--- src/rtl/vsc_pkg.sv ---
// Shared types and defaults for the vector sweep controller and its result accumulator.
package vsc_pkg;

  localparam int unsigned N_IN_DEFAULT = 8;

  typedef enum logic [2:0] {
    StIdle  = 3'd0,
    StApply = 3'd1,
    StWait  = 3'd2,
    StCheck = 3'd3,
    StDone  = 3'd4
  } state_e;

endpackage

--- src/rtl/vsc_result_acc.sv ---
// Per-sweep result accumulator: mismatch count, ones count and first failing vector.
module vsc_result_acc
  import vsc_pkg::*;
#(
  parameter int unsigned N_IN = N_IN_DEFAULT
) (
  input  logic            clk_i,
  input  logic            rst_ni,
  input  logic            clear_i,
  input  logic            sample_i,
  input  logic            x_dut_i,
  input  logic            x_ref_i,
  input  logic [N_IN-1:0] vec_i,
  output logic [N_IN:0]   err_cnt_o,
  output logic [N_IN:0]   ones_cnt_o,
  output logic [N_IN-1:0] first_fail_o,
  output logic            fail_valid_o
);

  logic [N_IN:0]   err_q, err_d;
  logic [N_IN:0]   ones_q, ones_d;
  logic [N_IN-1:0] ff_q, ff_d;
  logic            fv_q, fv_d;
  logic            mismatch;

  assign mismatch = x_dut_i ^ x_ref_i;

  always_comb begin
    err_d  = err_q;
    ones_d = ones_q;
    ff_d   = ff_q;
    fv_d   = fv_q;
    if (clear_i) begin
      err_d  = '0;
      ones_d = '0;
      ff_d   = '0;
      fv_d   = 1'b0;
    end else if (sample_i) begin
      if (mismatch) begin
        err_d = err_q + 1'b1;
        // Only the earliest failure in the sweep is kept.
        if (!fv_q) begin
          ff_d = vec_i;
          fv_d = 1'b1;
        end
      end
      if (x_dut_i) begin
        ones_d = ones_q + 1'b1;
      end
    end
  end

  always_ff @(posedge clk_i) begin
    if (!rst_ni) begin
      err_q  <= '0;
      ones_q <= '0;
      ff_q   <= '0;
      fv_q   <= 1'b0;
    end else begin
      err_q  <= err_d;
      ones_q <= ones_d;
      ff_q   <= ff_d;
      fv_q   <= fv_d;
    end
  end

  assign err_cnt_o    = err_q;
  assign ones_cnt_o   = ones_q;
  assign first_fail_o = ff_q;
  assign fail_valid_o = fv_q;

endmodule

--- src/rtl/vector_sweep_controller.sv ---
// Steps a stimulus vector through a range, waits a settle time per vector and compares
// the block-under-test output against a golden model.
module vector_sweep_controller
  import vsc_pkg::*;
#(
  parameter int unsigned N_IN     = N_IN_DEFAULT,
  parameter int unsigned SETTLE_W = 4
) (
  input  logic                clk,
  input  logic                rst_n,
  input  logic                start,
  input  logic                abort,
  input  logic [N_IN-1:0]     first_vec,
  input  logic [N_IN-1:0]     last_vec,
  input  logic [SETTLE_W-1:0] settle,
  output logic [N_IN-1:0]     vec,
  input  logic                x_dut,
  input  logic                x_ref,
  output logic                busy,
  output logic                done,
  output logic [N_IN:0]       err_cnt,
  output logic [N_IN:0]       ones_cnt,
  output logic [N_IN-1:0]     first_fail,
  output logic                fail_valid
);

  state_e              state_q, state_d;
  logic [N_IN-1:0]     vec_q, vec_d;
  logic [N_IN-1:0]     last_q, last_d;
  logic [SETTLE_W-1:0] wait_q, wait_d;
  logic                busy_q, busy_d;
  logic                done_q, done_d;
  logic                acc_clear;
  logic                acc_sample;

  always_comb begin
    state_d    = state_q;
    vec_d      = vec_q;
    last_d     = last_q;
    wait_d     = wait_q;
    acc_clear  = 1'b0;
    acc_sample = 1'b0;
    if (abort) begin
      state_d = StIdle;
      vec_d   = '0;
    end else begin
      unique case (state_q)
        StIdle, StDone: begin
          if (start) begin
            state_d   = StApply;
            vec_d     = first_vec;
            last_d    = last_vec;
            acc_clear = 1'b1;
          end
        end
        StApply: begin
          // A settle of zero behaves as one wait cycle.
          wait_d  = (settle == '0) ? '0 : settle - 1'b1;
          state_d = StWait;
        end
        StWait: begin
          if (wait_q == '0) begin
            state_d = StCheck;
          end else begin
            wait_d = wait_q - 1'b1;
          end
        end
        StCheck: begin
          acc_sample = 1'b1;
          if (vec_q == last_q) begin
            state_d = StDone;
          end else begin
            vec_d   = vec_q + 1'b1;
            state_d = StApply;
          end
        end
        default: begin
          state_d = StIdle;
        end
      endcase
    end
    busy_d = (state_d == StApply) || (state_d == StWait) || (state_d == StCheck);
    done_d = (state_d == StDone);
  end

  always_ff @(posedge clk) begin
    if (!rst_n) begin
      state_q <= StIdle;
      vec_q   <= '0;
      last_q  <= '0;
      wait_q  <= '0;
      busy_q  <= 1'b0;
      done_q  <= 1'b0;
    end else begin
      state_q <= state_d;
      vec_q   <= vec_d;
      last_q  <= last_d;
      wait_q  <= wait_d;
      busy_q  <= busy_d;
      done_q  <= done_d;
    end
  end

  vsc_result_acc #(
    .N_IN(N_IN)
  ) u_result_acc (
    .clk_i       (clk),
    .rst_ni      (rst_n),
    .clear_i     (acc_clear),
    .sample_i    (acc_sample),
    .x_dut_i     (x_dut),
    .x_ref_i     (x_ref),
    .vec_i       (vec_q),
    .err_cnt_o   (err_cnt),
    .ones_cnt_o  (ones_cnt),
    .first_fail_o(first_fail),
    .fail_valid_o(fail_valid)
  );

  assign vec  = vec_q;
  assign busy = busy_q;
  assign done = done_q;

endmodule

--- config.mk ---
export PLATFORM = sky130hd
export DESIGN_NAME = vector_sweep_controller
export DESIGN_NICKNAME = d
export VERILOG_FILES = /design/src/rtl/vsc_pkg.sv /design/src/rtl/vsc_result_acc.sv /design/src/rtl/vector_sweep_controller.sv
export SDC_FILE = /design/constraint.sdc
export NUM_CORES = 1
export LEC_CHECK = 0
export CORE_MARGIN = 2
export CORE_UTILIZATION = 45
export CTS_BUF_LIST = sky130_fd_sc_hd__clkbuf_16
export CTS_CLUSTER_DIAMETER = 120
export DETAILED_ROUTE_END_ITERATION = 12
export PLACE_DENSITY = 0.75
export SLEW_MARGIN = 20
export SYNTH_ARGS = -nofsm -noshare
export SYNTH_HDL_FRONTEND = slang
export SYNTH_HIERARCHICAL = 1
export SYNTH_SLANG_ARGS = --single-unit
--- constraint.sdc ---
create_clock -name clk -period 2.1 [get_ports clk]
set_input_delay 0.42 -clock clk [delete_from_list [all_inputs] [get_ports clk]]
set_output_delay 0.42 -clock clk [all_outputs]
set_load 0.1 [all_outputs]
Word-level counts from Yosys, hierarchy flattened:

Cells that the tools add are included.

* flip-flop bits (word level): 52
* output and inout port bits: 37
* logic and storage cells: 63

* add/subtract/negate cells: 5
* eq/ne operators: 12
* muxes and demuxes: 16
* bitwise gates (word level): 4
* reduce and logical (&&, ||, !) cells: 16

Operator list (count)
* 9-bit by 1-bit adder with 9-bit output (second input constant): 2
* 8-bit two-way mux: 2
* 8-bit case mux with 2 select lines: 1
* 3-bit by 2-bit equality test with 1-bit output (second input constant): 4
* 3-bit two-way mux: 4
* 3-bit case mux with 4 select lines: 1
* 3-bit AND reduction: 4
* 8-bit by 1-bit adder with 8-bit output (second input constant): 1
* 8-bit equality test: 1
* 4-bit logical NOT: 2
* 4-bit two-way mux: 2
* 4-bit case mux with 2 select lines: 1
* 4-bit by 1-bit subtractor with 4-bit output (second input constant): 2
* 3-bit by 1-bit equality test with 1-bit output (second input constant): 2
* 3-bit equality test (second input constant): 2
* 2-bit inequality test (second input constant): 3
* 2-bit OR reduction: 3
* 1-bit two-way mux: 5
* 2-bit AND reduction: 2
* 2-bit nonzero test: 2
* 3-bit logical NOT: 1
* 1-bit NOT: 3
* 1-bit logical OR: 2
* 1-bit XOR: 1

Longest topological paths before layout:

Gate-level depths: netlist of the first run.

* depth after elaboration: 7
* gate-level depth with buffers: 9
* mapped depth without buffers: 7

Cells and area by module:

The synthesis of the first run kept the hierarchy.

By module, submodules not included
* vector_sweep_controller: instances 1, cells each 169, area each 1405.1 sq um
* vsc_result_acc: instances 1, cells each 140, area each 1246.2 sq um

Worst setup path before layout of the first run:

Ideal clock, no wire load.

* path type: reg-to-reg
* from: register vec_q[2], in the netlist vec[2]
* to: register vec_q[2], in the netlist vec[2]
* setup time: 0.091 ns
* arrival time: 2.076 ns
* data required time: 2.009 ns
* path slack: -0.067 ns
* cell stages (with the launch flop): 6
* path buffers: 0
* period minus slack after synthesis: 2.167 ns
* cell sequence: dfxtp_1 xnor2_1 nand4_1 nor2_1 o21ai_0 a311oi_1

* cells in the longest elaborated chain, start to end: 3
* elaborated cells on any way between the ends: 6
* classes of those cells: 1 x add/sub; 2 x eq/ne; 2 x mux; 1 x reduce/logical

RTL lines
* start, declared: RTL line vector_sweep_controller.sv:28 `logic [N_IN-1:0] vec_q, vec_d;`
* start signal, assigned: RTL line vector_sweep_controller.sv:96 `vec_q <= vec_d;`
* 8-bit by 1-bit adder with 8-bit output / 8-bit equality test (equally long branches): RTL line vector_sweep_controller.sv:73, vector_sweep_controller.sv:70
* 8-bit two-way mux / 2-bit inequality test (equally long branches)
* 8-bit case mux with 2 select lines / 3-bit AND reduction (equally long branches)

Several ways; a longest one is shown, not always the timed one. The select of a mux whose other input is x is not followed.
A chain may end at the register's enable or synchronous reset.

Worst setup path after layout of the first run:

* from: register state_q[2]
* to: register wait_q[0]

* cells in the longest elaborated chain, start to end: 3
* elaborated cells on any way between the ends: 6
* classes of those cells: 3 x eq/ne; 1 x mux; 2 x reduce/logical

RTL lines
* start, declared: RTL line vector_sweep_controller.sv:27 `state_e state_q, state_d;`
* start signal, assigned: RTL line vector_sweep_controller.sv:88 `state_q <= StIdle;`
* start signal, assigned: RTL line vector_sweep_controller.sv:95 `state_q <= state_d;`
* 3-bit by 2-bit equality test with 1-bit output / 3-bit by 1-bit equality test with 1-bit output (equally long branches): RTL line vector_sweep_controller.sv:47 `unique case (state_q)`
* 2-bit inequality test (no line) / 2-bit nonzero test (equally long branches)
* 3-bit AND reduction (no line)
* end signal, assigned: RTL line vector_sweep_controller.sv:98 `wait_q <= wait_d;`
* end, declared: RTL line vector_sweep_controller.sv:30 `logic [SETTLE_W-1:0] wait_q, wait_d;`

Several ways; a longest one is shown, not always the timed one.

==> results.yml, run 1 <==
cts:
  clock_latency_ps: 290
  cts_max_path_buffers: 2
  cts_buffers: 5
  holdBufCountCts: 0
  clock-root-buffer: "clkbuf_16"
  path_clk_slew_ps: 70
  cts_tree: "done"
  post_cts.repair.setup_buffers: 0
  cts_htree_levels: 2
  ctsResizeCount: 0
  clock_sinks: 52
finish:
  drive_above_1_share_pct: 24.2
  syn_to_final_growth_pct: 37.0
  final_common_cell: "buf_4"
  layout_common_cells: "65 x buf_4, 42 x dfxtp_1, 34 x nand2_1"
  n_antenna_cell: 0
  nNetsFinal: 421
  nFillCells: 507
sta:
  worstMarginPinSlew_ps: 556
  fin_setup_tns_ps: 0
  fmax_ghz: 0.542
  fin_crit_sh_pct: 87.9
  fin_worst_skew_ps: 7.58
  setup_viol: 0
  maxSlewViolCount: 0
  slew_headroom_pct: 62.8
  min_period_ps: 1850
  final_hold_viol_count: 0
  rsz0062_at_grt: "no"
power_and_ir_drop:
  p_per_area_nw_per_um2: 632
  p_total_w: 0.00230
  p_leak_nw: 1.33
  peakVddDrop_uv: 432
synth:
  synthTopCellsByArea: "dfxtp_1 39%, a21oi_1 6.0%, nand2_1 4.8%, o31ai_1 4.8%, xnor2_1 3.3%"
  async_reset_ff_share_pct: 0
  synth_edf_count: 0
  yosysSeqAreaShare_pct: 39.3
  synth_area_per_cell_sq_um: 8.58
  ys_ff_latch: 52
  synth_largest_area_cell: "dfxtp_1"
  syn-cell-area_sq_um: 2650
  synth_nets: 339
  synth.distinct_cells: 54
  ys_warn_count: 6
  netlist_instances: 309
  synth_top_area_share_pct: 39.3
  synth_ff_type: "dfxtp_1"
critical_path:
  critPathKind: "reg -> reg"
  critical_path.max_fanout: 5
  cp-end-kind: "register"
  ff2ff_setup_slack_ps: 250
  crit_arrival_ps: 2030
  cp-start-kind: "register"
  critPathRequiredTime_ps: 2280
global_routing:
  grt_remaining_overflow: 0
  track_usage_pct: 22.0
  grt_pass1_vias: 2575
  antenna_found_initial: 0
  grt_pass1_wl_microns: 11400
  grt_max_degree: 26
floorplanning:
  rows: 27
  die-area_sq_um: 6520
  die_w_microns: 80.8
  initial_utilization_pct: 47.3
  die_y_microns: 80.8
  fp.coreArea_sq_um: 5610
  ios: 63
job:
  maxCapViolCount: 0
placed_design:
  io_buffers: 62
  hpwl_microns: 5030
  gp_congestion: 0.851
routing:
  drt_iter0_drc: 198
  drt_pre_antenna_iters: 4
  routed_wirelength_microns: 6730
  drt-vias-per-instance: 5.82
  drc: 0
  vias: 2699
  final_antenna_net_count: 0
  wl_per_cell_microns: 14.5
outcome:
  outcome: "finished clean"
hold_path:
  hp-class: "reg -> reg"
final cells by class:
type	count	area (sq um)	share of cell area (%)
multi-input cells	230	1490	40.9
flip-flops and latches	52	1050	29.0
repair buffers	93	798	22.0
clock buffers	5	125	3.44
well taps	72	90.1	2.48
clock inverters	3	47.5	1.31
inverters	9	33.8	0.930
Yosys cell counts, types with 2 or more instances:
cell,instances
o21a_1,3
o41ai_1,2
nor2b_1,3
nand4b_1,8
nand2b_1,4
or3_1,7
xor2_1,2
nor3_1,4
o21ai_0,16
o22a_1,2
nor3_2,2
a21oi_1,32
ha_1,4
clkbuf_1,12
nand2_1,34
nor2_1,12
o31a_1,3
inv_1,8
o31ai_1,17
o32ai_1,3
dfxtp_1,52
xnor2_1,10
nand4_1,9
or4_1,6
nor4_1,3
a211oi_1,2
buf_4,4
a21boi_0,9
a311oi_1,4
nand3_1,6
o311ai_0,3
cells by family (layout without fill, tap and decap cells):
group | after synthesis | in the layout | synth area share [%]
xor+xnor | 13 | 13 | 4.58
mux | 1 | 1 | 0.378
fa+ha+maj | 4 | 4 | 1.89
compound gates | 104 | 104 | 26.2
buf+inv | 27 | 110 | 4.72
flops | 52 | 52 | 39.3
simple gates | 108 | 108 | 22.9
metal layers:
layer	GRT usage [%]	wire length, microns	vias to the layer above
met4	8.98	105	0
met1	27.1	2930	1263
met5	0	0	-
li1	-	-	1330
met2	37.6	3340	93
met3	4.56	358	13
power by group:
group	total (W)	leakage, nW	internal, W	switching, W
Clock	0.000938	0.0840	0.000567	0.000371
Combinational	0.000336	0.825	0.000149	0.000187
Sequential	0.00102	0.425	0.00100	0.0000193
Total	0.00230	1.33	0.00172	0.000578
flip-flops by register name, summed over array words and instances (netlist names):
| register | flops |
|---|---|
| u_result_acc/first_fail_o | 8 |
| u_result_acc/ones_cnt_o | 9 |
| done | 1 |
| u_result_acc/fail_valid_o | 1 |
| vec | 8 |
| wait_q | 4 |
| u_result_acc/err_cnt_o | 9 |
| busy | 1 |
| state_q | 3 |
| last_q | 8 |
path summary, 6_finish.rpt:
check | start | endpoint | cells after the start
min reg2reg | last_q[2] | last_q[2] | 2
min | last_q[2] | last_q[2] | 2
max | state_q[2] | wait_q[0] | 5
max reg2reg | state_q[2] | wait_q[0] | 5
through the flow:
step | util, % | hold WS (ps) | setup slack (ps) | cell area, sq um | cells
2_1_floorplan | - | 443 | 21.2 | 2660 | 309
3_3_place_gp | 61.7 | 461 | 88.4 | 3460 | 456
3_5_place_dp | 61.7 | 468 | 47.9 | 3460 | 456
4_1_cts | 64.8 | 479 | 251 | 3630 | 464
5_1_grt | 64.8 | 500 | 114 | 3630 | 464
6_report | 64.8 | 473 | 254 | 3630 | 464
worst max-delay path: stages (launching register included):
cell	delay [ps]
dfxtp_1	310
or3b_4	430
or4b_4	570
nand2_2	120
nor3_1	50
o31a_1	260
(Power assumes the default switching activity.)
==> inputs of run 2 (changes only) <==
--- a/config.mk
+++ b/config.mk
@@ -11,6 +11,7 @@
 export CTS_CLUSTER_DIAMETER = 120
 export DETAILED_ROUTE_END_ITERATION = 12
 export PLACE_DENSITY = 0.75
+export SETUP_SLACK_MARGIN = 0.1
 export SLEW_MARGIN = 20
 export SYNTH_ARGS = -nofsm -noshare
 export SYNTH_HDL_FRONTEND = slang
==> run 2 against run 1 <==
Compared with the run above: utilization shrank 1.7 points; via count shrank 2.1%; largest power group unchanged; hold slack lost 1.9 ps; largest cell class unchanged.
==> results.yml, run 2 (synthesized netlist as in run 1, its figures left out) <==
outcome:
  outcome: "finished clean"
power_and_ir_drop:
  p_seq_share_pct: 47.9
  p_leak_nw: 1.28
  switchingPower_w: 0.000568
  sw_frac_of_total_pct: 26.5
  pwr-share-clk_pct: 37.7
  peakVddDrop_uv: 368
  combPwrFrac_pct: 14.4
  p_per_area_nw_per_um2: 606
  internal_power_w: 0.00158
cts:
  ctsResizeCount: 0
  cts_tree: "done"
  path_clk_slew_ps: 60
  post_cts.repair.setup_buffers: 0
  clock-root-buffer: "clkbuf_16"
  cts_buffers: 5
  cts_max_path_buffers: 2
  clock_sinks: 52
  clock_latency_ps: 290
  cts_htree_levels: 2
  holdBufCountCts: 0
critical_path:
  critPathKind: "reg -> reg"
  crit_chain: "or3b_4 -> or4b_4 -> nand2_2 -> nor4_1 -> o31a_1"
  critPathRequiredTime_ps: 2280
  crit_arrival_ps: 2030
  cp-start-kind: "register"
  critical_path.startpoint: "state_q[1]"
  cp-end-kind: "register"
  crit_path_end: "wait_q[0]"
  slowest_stage: "or4b_4"
  critical_path.max_fanout: 5
  critPathMaxStageDelay_ps: 560
  rr_startpoint: "state_q[1]"
  r2r-end: "wait_q[0]"
  cpLargestDelayFamily: "simple AND/OR/NAND/NOR gates"
  ff2ff_setup_slack_ps: 250
  rr_worst_depth: 5
  crit_cells: 5
  path_buf_inv: 0
floorplanning:
  die-area_sq_um: 6520
  ios: 63
  rows: 27
  die_w_microns: 80.8
  initial_utilization_pct: 47.3
  die_y_microns: 80.8
  fp.coreArea_sq_um: 5610
routing:
  drt_iter0_drc: 131
  drc: 0
  routed_wirelength_microns: 6500
  drt_pre_antenna_iters: 4
  drt-vias-per-instance: 5.79
  wl_per_cell_microns: 14.2
  final_antenna_net_count: 0
  vias: 2642
global_routing:
  antenna_found_initial: 0
  track_usage_pct: 20.9
  grt_pass1_vias: 2316
  met1_usage_pct: 27.4
  grt_max_degree: 26
  grt_remaining_overflow: 0
  grt.busiest_layer: "met2"
  use_met2_pct: 34.8
  grt_use_met3_pct: 5.00
  grt_pass1_wl_microns: 10700
sta:
  slew_headroom_pct: 53.5
  maxSlewViolCount: 0
  setup_viol: 0
  fin_worst_skew_ps: 6.53
  fin_crit_sh_pct: 87.9
  final_hold_viol_count: 0
  worstMarginPinSlew_ps: 694
  min_period_ps: 1850
  rsz0062_at_grt: "no"
  fmax_ghz: 0.542
  fin_setup_tns_ps: 0
finish:
  drive_above_1_share_pct: 23.4
  syn_to_final_growth_pct: 33.5
  nNetsFinal: 413
  stdcell_area_sq_um: 3540
  final_common_cell: "buf_4"
  layout_common_cells: "58 x buf_4, 38 x dfxtp_1, 34 x nand2_1"
  n_antenna_cell: 0
hold_path:
  hp-class: "reg -> reg"
placed_design:
  gp_congestion: 0.835
  io_buffers: 62
  hpwl_microns: 4860
  place_area_sq_um: 3390
job:
  maxCapViolCount: 0
run 2: changes by cell type in the layout (fill, tap and decap cells not counted), sizes merged:
cell,previous run,this run
clkinvlp,0,1
bufinv,1,0
inv,9,10
clkinv,2,1
buf,68,60
run 2: metal layers:
layer	part of all wire, %	up-vias
met2	47	66
li1	-	1316
met4	0.91	0
met1	46	1253
met5	0	-
met3	5.3	7
run 2: tightest hold or removal path: stages (launching register included):
cell,delay [ps]
dfxtp_1,320
nand2_1,60
a21boi_1,50
run 2: area by class of cell:
cell class	count	area, sq um
Timing Repair Buffer	85	726
Clock buffer	5	125
Inverter	9	33.8
Fill cell	497	2070
Sequential cell	52	1060
Tap cell	72	90.1
Clock inverter	3	20.0
Multi-Input combinational cell	230	1490
run 2: power groups by stage:
stage / Clock [W] / Sequential [W] / Combinational, W
finish: 0.000808 / 0.00103 / 0.000309
global route: 0.000871 / 0.00103 / 0.000337
CTS: 0.000828 / 0.00103 / 0.000308
detailed placement: 0 / 0.00105 / 0.000307
global placement: 0 / 0.00105 / 0.000303
floorplan: 0 / 0.00109 / 0.000144
run 2: how the worst min path moves through the flow:
stage	from	to	slack, ps	depth (start not counted)
floorplan	wait_q[1]	wait_q[1]	440	2
global placement	wait_q[1]	wait_q[1]	460	2
detailed placement	u_result_acc/first_fail_o[4]	u_result_acc/first_fail_o[4]	470	2
CTS	wait_q[1]	wait_q[1]	480	2
global route	u_result_acc/first_fail_o[6]	u_result_acc/first_fail_o[6]	500	2
finish	wait_q[1]	wait_q[1]	470	2
run 2: stage by stage:
stage / total power (W) / setup WS (ps) / utilization, % / hold WS (ps) / cells
6_report: 0.00214 / 254 / 63.1 / 472 / 456
5_1_grt: 0.00224 / 111 / 63.1 / 501 / 456
4_1_cts: 0.00216 / 250 / 63.1 / 477 / 456
3_5_place_dp: 0.00135 / 32.9 / 60.5 / 466 / 448
3_3_place_gp: 0.00135 / 79.9 / 60.5 / 458 / 448
2_1_floorplan: 0.00123 / 102 / - / 443 / 309
==> inputs of run 3 (changes only) <==
--- a/config.mk
+++ b/config.mk
@@ -6,11 +6,11 @@
 export NUM_CORES = 1
 export LEC_CHECK = 0
 export CORE_MARGIN = 2
-export CORE_UTILIZATION = 45
+export CORE_UTILIZATION = 40
 export CTS_BUF_LIST = sky130_fd_sc_hd__clkbuf_16
 export CTS_CLUSTER_DIAMETER = 120
 export DETAILED_ROUTE_END_ITERATION = 12
-export PLACE_DENSITY = 0.75
+export PLACE_DENSITY = 0.68
 export SETUP_SLACK_MARGIN = 0.1
 export SLEW_MARGIN = 20
 export SYNTH_ARGS = -nofsm -noshare
==> run 3 against run 2 <==
Compared with the run above: final cell count rose by 1.3%; hold slack got worse by 9.9 ps; via count fell by 0.98%; critical path depth did not move; non-clock buffer count rose by 1; first-iteration DRC count rose by 76%; sequential cell count did not move; design area rose by 0.67%.
==> results.yml, run 3 (synthesized netlist as in run 1, its figures left out) <==
critical_path:
  crit_chain: "or3b_4 -> or4b_4 -> nand2_2 -> nor3_1 -> o31a_1"
  rr_worst_depth: 5
  critPathRequiredTime_ps: 2270
  ff2ff_setup_slack_ps: 160
  rr_startpoint: "state_q[0]"
  crit_arrival_ps: 2120
  cp-start-kind: "register"
  slowest_stage: "or4b_4"
  critPathKind: "reg -> reg"
  critPathMaxStageDelay_ps: 570
  critical_path.max_fanout: 8
  path_buf_inv: 0
  r2r-end: "wait_q[0]"
  cpLargestDelayFamily: "simple AND/OR/NAND/NOR gates"
  cp-end-kind: "register"
placed_design:
  dp_slack_ps: -7.42
  gp_congestion: 0.853
  io_buffers: 62
  hpwl_microns: 4850
power_and_ir_drop:
  p_total_w: 0.00226
  peakVddDrop_uv: 348
  p_per_area_nw_per_um2: 635
  p_leak_nw: 1.29
job:
  maxCapViolCount: 0
cts:
  clock-root-buffer: "clkbuf_16"
  post_cts.repair.setup_buffers: 0
  clock_latency_ps: 290
  ctsResizeCount: 0
  path_clk_slew_ps: 60
  cts_htree_levels: 2
  cts_tree: "done"
  cts_max_path_buffers: 2
  clock_sinks: 52
  cts_buffers: 5
  holdBufCountCts: 0
floorplanning:
  ios: 63
  die_y_microns: 85.4
  die_w_microns: 85.4
  die-area_sq_um: 7300
  rows: 29
  initial_utilization_pct: 41.5
  fp.coreArea_sq_um: 6390
routing:
  drt_pre_antenna_iters: 4
  drt_iter0_drc: 231
  wl_per_cell_microns: 14.6
  vias: 2616
  drc: 0
  final_antenna_net_count: 0
  drt-vias-per-instance: 5.66
  routed_wirelength_microns: 6740
global_routing:
  grt_remaining_overflow: 0
  antenna_found_initial: 0
  track_usage_pct: 18.3
  grt_max_degree: 19
  grt_pass1_vias: 2283
  grt_pass1_wl_microns: 10800
sta:
  rsz0062_at_grt: "no"
  fmax_ghz: 0.514
  final_hold_viol_count: 0
  setup_viol: 0
  hold_slack_ps: 462
  fin_worst_skew_ps: 6.19
  fin_crit_sh_pct: 92.6
  slew_headroom_pct: 54.7
  min_period_ps: 1940
  timing.final.ws_setup_ps: 155
  worstMarginPinSlew_ps: 676
  maxSlewViolCount: 0
finish:
  n_antenna_cell: 0
  syn_to_final_growth_pct: 34.4
  nNetsFinal: 414
  layout_common_cells: "60 x buf_4, 38 x dfxtp_1, 34 x nand2_1"
  final_common_cell: "buf_4"
  drive_above_1_share_pct: 23.9
hold_path:
  hp-class: "reg -> reg"
  whs_path_depth: 2
  min_from: "wait_q[1]"
  min_to: "wait_q[1]"
outcome:
  outcome: "finished clean"
run 3: cell count changes in the layout (fill, tap and decap cells not counted), sizes merged:
cell	before	now
bufinv	0	1
buf	60	61
inv	10	9
run 3: worst max-delay path by stage:
stage	startpoint	end	slack (ps)	cells past startpoint
2_1_floorplan	state_q[1]	u_result_acc/ones_cnt_o[0]	100	9
3_3_place_gp	abort	u_result_acc/err_cnt_o[8]	40	6
3_5_place_dp	abort	u_result_acc/err_cnt_o[8]	-7	6
4_1_cts	state_q[0]	wait_q[0]	150	5
5_1_grt	state_q[2]	u_result_acc/err_cnt_o[8]	120	7
6_report	state_q[0]	wait_q[0]	160	5
run 3: routing by layer:
metal / GRT usage, % / wire (microns) / vias up
met3: 3.40 / 324 / 2
li1: - / - / 1316
met1: 24.7 / 3080 / 1237
met4: 3.90 / 29 / 0
met2: 30.6 / 3300 / 61
met5: 0 / 0 / -
run 3: stage by stage:
step / TNS, ps / util (%) / cell area, sq um / cells
floorplan: 0 / - / 2670 / 309
detailed placement: -7.42 / 53.2 / 3390 / 454
global placement: 0 / 53.2 / 3390 / 454
CTS: 0 / 55.8 / 3560 / 462
global route: 0 / 55.8 / 3560 / 462
finish: 0 / 55.8 / 3560 / 462
run 3: cell type report:
class / instances / area (sq um)
repair buffers: 86 / 721
flip-flops and latches: 52 / 1060
multi-input cells: 230 / 1490
fillers: 597 / 2820
inverters: 9 / 33.8
well taps: 77 / 96.3
clock buffers: 5 / 125
clock inverters: 3 / 42.5
run 3: worst reg2reg max path: stages (launching register included):
cell and delay, ps:
dfxtp_1 390, or3b_4 440, or4b_4 570, nand2_2 120, nor3_1 50, o31a_1 270
run 3: where the power goes:
part	switching, W	internal [W]
clock network	0.000357	0.000560
logic	0.000182	0.000134
registers	0.0000234	0.00100
